==> src/rtl/ab_defs.sv <==
// Shared definitions for the sequential A/B divider: FSM encodings and
// the quotient reported on a divide-by-zero.
package ab_defs;

  typedef enum logic [1:0] {
    S_IDLE = 2'd0,
    S_CALC = 2'd1,
    S_FIN  = 2'd2
  } state_e;

  // Sliced down to WIDTH bits by the user; covers the full legal range.
  localparam logic [15:0] DBZ_QUOT = 16'hFFFF;

endpackage

==> src/rtl/ab_div_step.sv <==
// One restoring-division iteration: shift in the next dividend bit and
// subtract the divisor when it fits.
module ab_div_step #(
  parameter int WIDTH = 4
) (
  input  logic [WIDTH-1:0] rem_i,
  input  logic             bit_i,
  input  logic [WIDTH-1:0] div_i,
  output logic [WIDTH-1:0] rem_o,
  output logic             qbit_o
);

  logic [WIDTH:0] rem_t;

  assign rem_t  = {rem_i, bit_i};
  assign qbit_o = (rem_t >= {1'b0, div_i});
  // When the divisor fits, rem_t - div_i < div_i, so the low WIDTH bits
  // of the difference are exact.
  assign rem_o  = qbit_o ? (rem_t[WIDTH-1:0] - div_i) : rem_t[WIDTH-1:0];

endmodule

==> src/rtl/ab_div.sv <==
// Sequential unsigned restoring divider with a start/done handshake,
// producing one quotient bit per clock, MSB first.
module ab_div
  import ab_defs::*;
#(
  parameter int WIDTH = 4
) (
  input  logic             clk,
  input  logic             rst,
  input  logic             start,
  input  logic [WIDTH-1:0] A,
  input  logic [WIDTH-1:0] B,
  output logic [WIDTH-1:0] Q,
  output logic [WIDTH-1:0] R,
  output logic             busy,
  output logic             done,
  output logic             dbz
);

  localparam int CW = (WIDTH > 1) ? $clog2(WIDTH) : 1;

  state_e           state_q;
  logic [CW-1:0]    cnt_q;
  logic [WIDTH-1:0] a_q, b_q, rem_q, quo_q;
  logic [WIDTH-1:0] q_q, r_q;
  logic             busy_q, done_q, dbz_q, dbz_pend_q;
  logic [WIDTH-1:0] rem_d;
  logic             qbit_d;

  ab_div_step #(.WIDTH(WIDTH)) u_step (
    .rem_i  (rem_q),
    .bit_i  (a_q[cnt_q]),
    .div_i  (b_q),
    .rem_o  (rem_d),
    .qbit_o (qbit_d)
  );

  always_ff @(posedge clk) begin
    if (rst) begin
      state_q    <= S_IDLE;
      cnt_q      <= '0;
      a_q        <= '0;
      b_q        <= '0;
      rem_q      <= '0;
      quo_q      <= '0;
      q_q        <= '0;
      r_q        <= '0;
      busy_q     <= 1'b0;
      done_q     <= 1'b0;
      dbz_q      <= 1'b0;
      dbz_pend_q <= 1'b0;
    end else begin
      done_q <= 1'b0;
      case (state_q)
        S_IDLE: begin
          if (start) begin
            a_q        <= A;
            b_q        <= B;
            rem_q      <= '0;
            quo_q      <= '0;
            busy_q     <= 1'b1;
            state_q    <= S_CALC;
            // A zero divisor spends a single CALC cycle so both paths
            // share the FIN load and the documented two-cycle latency.
            dbz_pend_q <= (B == '0);
            cnt_q      <= (B == '0) ? '0 : CW'(WIDTH - 1);
          end
        end
        S_CALC: begin
          rem_q        <= rem_d;
          quo_q[cnt_q] <= qbit_d;
          if (cnt_q == '0) state_q <= S_FIN;
          else             cnt_q   <= cnt_q - 1'b1;
        end
        S_FIN: begin
          if (dbz_pend_q) begin
            q_q <= DBZ_QUOT[WIDTH-1:0];
            r_q <= a_q;
          end else begin
            q_q <= quo_q;
            r_q <= rem_q;
          end
          dbz_q   <= dbz_pend_q;
          done_q  <= 1'b1;
          busy_q  <= 1'b0;
          state_q <= S_IDLE;
        end
        default: state_q <= S_IDLE;
      endcase
    end
  end

  assign Q    = q_q;
  assign R    = r_q;
  assign busy = busy_q;
  assign done = done_q;
  assign dbz  = dbz_q;

endmodule

==> config.mk <==
export PLATFORM = sky130hd
export DESIGN_NAME = ab_div
export DESIGN_NICKNAME = d
export VERILOG_FILES = /design/src/rtl/ab_defs.sv /design/src/rtl/ab_div_step.sv /design/src/rtl/ab_div.sv
export SDC_FILE = /design/constraint.sdc
export NUM_CORES = 1
export LEC_CHECK = 0
export ABC_AREA = 1
export CAP_MARGIN = 30
export CELL_PAD_IN_SITES_DETAIL_PLACEMENT = 1
export CELL_PAD_IN_SITES_GLOBAL_PLACEMENT = 1
export CORE_MARGIN = 10
export CORE_UTILIZATION = 42
export DETAILED_ROUTE_END_ITERATION = 7
export GPL_ROUTABILITY_DRIVEN = 1
export PLACE_DENSITY = 0.93
export SETUP_SLACK_MARGIN = 0.1
export SYNTH_ARGS = -nofsm -noshare
export SYNTH_HDL_FRONTEND = slang
export SYNTH_HIERARCHICAL = 1
export SYNTH_SLANG_ARGS = --single-unit
==> constraint.sdc <==
create_clock -name clk -period 4.55 [get_ports clk]
set_input_delay 0.91 -clock clk [delete_from_list [all_inputs] [get_ports clk]]
set_output_delay 0.91 -clock clk [all_outputs]
set_load 0.02 [all_outputs]
==> run summary, run 1 <==
# Post-CTS Setup Buffers -> 0
Crit path DAT -> 2.61 ns
Net Switching -> 0.000246 W
Max clock buf depth -> 2
DRC -> 0
Simple-gate area share of the yosys netlist -> 31.7%
Proportion of layout cells with a drive suffix above 1 -> 9.24%
First-pass iteration count of the detailed router -> 4
CP Cell Sequence -> clkdlybuf4s50_1, inv_1, nand2_2, o31ai_1
Achievable clock frequency -> 0.415 GHz
Syn_nets -> 235
Wire per inst -> 14.9 um
Synthesized area -> 1580 um^2
Num rows -> 22
Vias post-DR -> 1,447
GRT overflow -> 0
CTS tree -> yes
Type of the most critical hold path -> reg2reg
Commonest non-fill, non-tap cell in the layout -> nand2_1
Routed Antenna Nets -> 0
CP startpoint kind -> input port
Period utilization -> 52.9%
CP endpoint kind -> register
Vert. Die Dim -> 81.3 um
Slew @ Worst Pin -> 0.680 ns
Status -> finished, final reports clean
Unrepaired setup endpoints after global routing -> no
Final worst-path setup slack -> 2.14 ns
Starting density of the core -> 43.4%
Share of synthesized area spent on multiplexers -> 1.90%
Reg clk slew, reported paths -> 0.06 ns
Worst VDD drop -> 0.208 mV
Final hold slack -> 0.467 ns
Post-Syn Area per Cell -> 7.33 um^2
Final Skew -> 0.00745 ns
Clk_lat worst skew -> 0.29 ns
Post-CTS Hold Fix Bufs -> 0
# diodes -> 0
Static Leak -> 0.814 nW
H-tree lvl count -> 2
I/O pin count -> 22
Post-DR vias/cell -> 5.06
Final hold vios -> 0
Crit path kind -> in2reg
Worst path bufs/invs -> 2
Power share of the combinational group -> 26.7%
Number of synthesized register bits -> 32
Sequential-to-total area share from yosys stat -> 40.6%
Pwr Density -> 392 nW/um^2
Setup violators final -> 0
Slew headroom -> 54.6%
Crit path max-delay cell type -> clkdlybuf4s50_1
Largest net degree at the start of global routing -> 24
Overall Global Routing Usage -> 13.9%
Slew Limit Fails -> 0
Area Overhead vs Synth -> 21.7%
Setup TNS -> 0 ns
Clock sinks -> 32
Sw Share -> 32.7%
PortBufs -> 21
Sequential share of power -> 42.3%
CTS Buf Count -> 5
Max cap viols -> 0
Root Driver -> clkbuf_8
Pre-CTS WS -> 1.88 ns
Die Width -> 81.3 um
Period minus WS final -> 2.41 ns
Ys Warns -> 6
XOR/XNOR Fraction of Synth Area -> 0.556%
First-pass GRT wire length -> 7.03 mm
Final wirelength -> 4.26 mm
Die area -> 6600 um^2
WP data required -> 4.75 ns
Pint -> 0.000506 W
CP max FO -> 23
Vias in the first global route -> 1,569
Slowest stage delay, CP -> 0.62 ns
Unique masters post-synth -> 25
Gpl congestion -> 0.799
Adder-cell share of the synthesized area -> 7.62%
Post-cts sizing count -> 0
Post-Synthesis Cells -> 215
Most frequent cells in the layout -> nand2_1, nor2_1, dfxtp_1
Synth Area in Compound Gates -> 10.8%
Top Family by Delay on Critical Path -> buffers and inverters
Nets@finish -> 258
Initial DRC Count -> 53
Clock power frac -> 31.0%
Core area -> 3630 um^2
Largest family of logic cells by synthesized area -> simple AND/OR/NAND/NOR gates
Initial antenna violation count -> 0
Tot Pwr -> 0.000752 W
Final HPWL DP -> 3.09 mm
[worst register-to-register path, cell delays in order, from the launching register on]
cell and delay, ns:
dfxtp_1 0.36, inv_1 0.19, o21ai_0 0.12, o22ai_1 0.17, inv_1 0.07, ha_1 0.23, inv_1 0.07, nand3_1 0.08
nand2_1 0.14, nand2_4 0.10, nand2_4 0.10, inv_1 0.05, nor2_1 0.18, nand2_1 0.08, a21oi_1 0.16
[through the flow]
step	area, um^2	util, %	std cells
after floorplan	1580	-	215
after global placement	1820	50.1	279
after detailed placement	1820	50.1	279
after CTS	1920	52.8	286
after global routing	1920	52.8	286
final	1920	52.8	286
[synth_stat cells]
master,number,area [um^2]
o21a_1,1,7.51
o22ai_1,1,6.26
ha_1,8,100
xnor2_1,1,8.76
nand2_1,43,161
nor2_2,2,12.5
a21oi_1,9,45.0
mux2i_1,3,30.0
clkbuf_2,1,5.00
nand3_1,17,85.1
or2_1,1,6.26
or2_4,1,8.76
a21oi_2,1,8.76
dfxtp_1,32,641
nand2_2,3,18.8
nand3b_1,1,7.51
inv_1,19,71.3
o31ai_1,1,7.51
o21ai_0,19,95.1
nand2_4,2,22.5
buf_2,4,20.0
nor2_4,3,33.8
inv_2,3,11.3
fa_1,1,20.0
nor2_1,38,143
[power by group through the flow]
stage / Sequential, W / Clock (W) / Combinational (W)
floorplan: 0.000319 / 0 / 0.000144
global placement: 0.000323 / 0 / 0.000183
detailed placement: 0.000324 / 0 / 0.000194
CTS: 0.000318 / 0.000239 / 0.000201
global route: 0.000320 / 0.000251 / 0.000225
finish: 0.000318 / 0.000233 / 0.000201
[sequential cells by signal (all words and copies together) (netlist names)]
register,flops
Q,4
R,4
a_q,4
b_q,4
busy,1
cnt_q,2
dbz,1
dbz_pend_q,1
done,1
quo_q,4
rem_q,4
state_q,2
[area by class of cell]
type / count / area, um^2
Clock buffer: 7 / 96.3
Fill cell: 484 / 1720
Inverter: 22 / 82.6
Multi-Input combinational cell: 156 / 828
Sequential cell: 32 / 641
Tap cell: 48 / 60.1
Timing Repair Buffer: 21 / 210
[routing by layer]
metal / wire length, um / global-route usage, % / vias up
li1: - / - / 730
met1: 1820 / 14.4 / 678
met2: 2110 / 24.6 / 32
met3: 226 / 4.19 / 7
met4: 104 / 7.44 / 0
met5: 0 / 0 / -
[worst paths after layout]
| check | to | slack, ns | cells after the start | start |
|---|---|---|---|---|
| worst min-delay path | quo_q[2] | 0.47 | 2 | quo_q[2] |
| worst min register to register | quo_q[2] | 0.47 | 2 | quo_q[2] |
| worst max-delay path | R[3] | 2.14 | 4 | rst |
| worst max register to register | quo_q[3] | 2.38 | 14 | cnt_q[0] |
[cells by family (layout without fill, tap and decap cells)]
group           Yosys count  count (layout)
compound gates           32              32
buf+inv                  27              50
flops                    32              32
xor+xnor                  1               1
fa+ha+maj                 9               9
mux                       3               3
simple gates            111             111
No activity file was read; power rests on OpenSTA's default activity.
==> run 2: changes to the inputs <==
--- a/config.mk
+++ b/config.mk
@@ -10,10 +10,10 @@
 export CELL_PAD_IN_SITES_DETAIL_PLACEMENT = 1
 export CELL_PAD_IN_SITES_GLOBAL_PLACEMENT = 1
 export CORE_MARGIN = 10
-export CORE_UTILIZATION = 42
+export CORE_UTILIZATION = 39
 export DETAILED_ROUTE_END_ITERATION = 7
 export GPL_ROUTABILITY_DRIVEN = 1
-export PLACE_DENSITY = 0.93
+export PLACE_DENSITY = 0.88
 export SETUP_SLACK_MARGIN = 0.1
 export SYNTH_ARGS = -nofsm -noshare
 export SYNTH_HDL_FRONTEND = slang
==> constraint.sdc (replaced) <==
create_clock -name clk -period 2.4 [get_ports clk]
set_input_delay 0.48 -clock clk [delete_from_list [all_inputs] [get_ports clk]]
set_output_delay 0.48 -clock clk [all_outputs]
set_load 0.02 [all_outputs]
==> run summary, run 2 (synthesis results as in run 1) <==
Status -> finished, final reports clean
Worst R2R Start -> cnt_q[1]
Final hold slack -> 0.470 ns
Worst R2R End -> rem_q[2]
Die Width -> 83.6 um
CTS tree -> yes
Reg2Reg Setup Slack -> 0.31 ns
Starting density of the core -> 40.0%
Setup violators final -> 0
CP startpoint kind -> register
Routed Antenna Nets -> 0
Final wirelength -> 4.16 mm
Vias post-DR -> 1,443
Period minus WS final -> 2.09 ns
Nets@finish -> 260
Vias in the first global route -> 1,498
Dpl cells -> 283
Reg clk slew, reported paths -> 0.07 ns
Overall Global Routing Usage -> 12.0%
Slew @ Worst Pin -> 0.506 ns
Die area -> 6990 um^2
Slew Limit Fails -> 0
# diodes -> 0
Setup TNS -> 0 ns
First-pass GRT wire length -> 7.00 mm
Top Family by Delay on Critical Path -> adder cells
Sequential cell area -> 641 um^2
CP max FO -> 4
Type of the most critical hold path -> reg2reg
Vert. Die Dim -> 83.6 um
Crit path max-delay cell type -> fa_1
Achievable clock frequency -> 0.478 GHz
Commonest non-fill, non-tap cell in the layout -> nand2_1
Worst path bufs/invs -> 2
Pwr Density -> 761 nW/um^2
Worst VDD drop -> 0.360 mV
Root Driver -> clkbuf_8
Core area -> 3940 um^2
DRC -> 0
Final hold vios -> 0
CP Launch Point -> cnt_q[1]
Crit path DAT -> 2.30 ns
Clk_lat worst skew -> 0.28 ns
First-pass iteration count of the detailed router -> 4
Final non-filler cell total -> 291
WP depth -> 11
Gpl congestion -> 0.919
WP data required -> 2.61 ns
Most frequent CP cell -> nand2_1
Max clock buf depth -> 2
H-tree lvl count -> 2
I/O pin count -> 22
Path depth of the worst reg2reg path -> 11
Slew headroom -> 66.3%
Post-CTS Hold Fix Bufs -> 0
Area Overhead vs Synth -> 23.7%
Static Leak -> 0.828 nW
Post-DR vias/cell -> 4.96
Clock sinks -> 32
Final Skew -> 0.00705 ns
Fill count -> 505
Worst Setup EP -> rem_q[2]
Wire per inst -> 14.3 um
Most frequent cells in the layout -> nand2_1, nor2_1, dfxtp_1
Area occupied by multi-input gates -> 831 um^2
Max cap viols -> 0
Num rows -> 23
Period utilization -> 87.2%
CP endpoint kind -> register
CTS Buf Count -> 5
Unrepaired setup endpoints after global routing -> no
Proportion of layout cells with a drive suffix above 1 -> 10.8%
GRT overflow -> 0
Initial antenna violation count -> 0
Slowest stage delay, CP -> 0.38 ns
Initial DRC Count -> 47
Final HPWL DP -> 3.18 mm
Crit path kind -> reg2reg
Largest net degree at the start of global routing -> 13
PortBufs -> 21
CP Cell Sequence -> inv_1, o21ai_0, o22ai_1, inv_1, ha_1, fa_1, xnor2_1, nand2_1, nand2_1, nand2_1, a21oi_1
[run 2: cell count changes in the layout (fill, tap and decap cells not counted), sizes merged]
cell,delta
bufinv,+1
buf,+2
clkbuf,-1
clkinv,+1
[run 2: through the flow]
step | worst slack, ns | utilization (%) | instance area, um^2 | power, W
2_1_floorplan | 0.611 | - | 1580 | 0.000878
3_3_place_gp | 0.424 | 46.7 | 1840 | 0.000961
3_5_place_dp | 0.324 | 46.7 | 1840 | 0.000976
4_1_cts | 0.264 | 49.4 | 1950 | 0.00149
5_1_grt | 0.113 | 49.4 | 1950 | 0.00157
6_report | 0.306 | 49.4 | 1950 | 0.00148
[run 2: metal layers]
layer  vias to the layer above  routed length (um)  part of all wire (%)  GRT usage (%)
li1                        732                   -                     -              -
met1                       674                1900                    46           12.8
met2                        33                2010                    48           21.0
met3                         4                 185                   4.4           3.52
met4                         0                  75                   1.8           5.63
met5                         -                   0                     0              0
[run 2: worst min path at each step]
stage / from / cells after the start / end
floorplan: quo_q[1] / 2 / quo_q[1]
CTS: quo_q[2] / 2 / quo_q[2]
detailed placement: quo_q[2] / 2 / quo_q[2]
global route: quo_q[2] / 2 / quo_q[2]
global placement: quo_q[1] / 2 / quo_q[1]
finish: quo_q[2] / 2 / quo_q[2]
[run 2: worst min-delay path, delay by kind of cell, from the launching register on]
family / cells / cell delay [ns]
AO/OA/AOI/OAI: 1 / 0.05
AND/OR/NAND/NOR: 1 / 0.06
flip-flops: 1 / 0.31
[run 2: power breakdown]
group	internal [W]	switching [W]
clock network	0.000308	0.000201
logic	0.000140	0.000231
registers	0.000566	0.0000380
[run 2: layout make-up]
cell class	instances	share of cell area, %
clock buffer	6	3.72
clock inverter	2	1.80
inverter	22	4.24
multi-input combinational	156	42.6
sequential	32	32.9
tap	50	3.21
timing repair buffer	23	11.6
[run 2: what timing repair did]
action / CTS / global route
gates resized for setup: 0 / 2
buffers inserted: 0 / 0
endpoints found under the setup margin: 0 / 3
==> run 3: changes to the inputs <==
--- a/config.mk
+++ b/config.mk
@@ -6,7 +6,7 @@
 export NUM_CORES = 1
 export LEC_CHECK = 0
 export ABC_AREA = 1
-export CAP_MARGIN = 30
+export CAP_MARGIN = 40
 export CELL_PAD_IN_SITES_DETAIL_PLACEMENT = 1
 export CELL_PAD_IN_SITES_GLOBAL_PLACEMENT = 1
 export CORE_MARGIN = 10
==> results of run 3 <==
The final DEF is identical to that of run 2; final timing and power are the same.
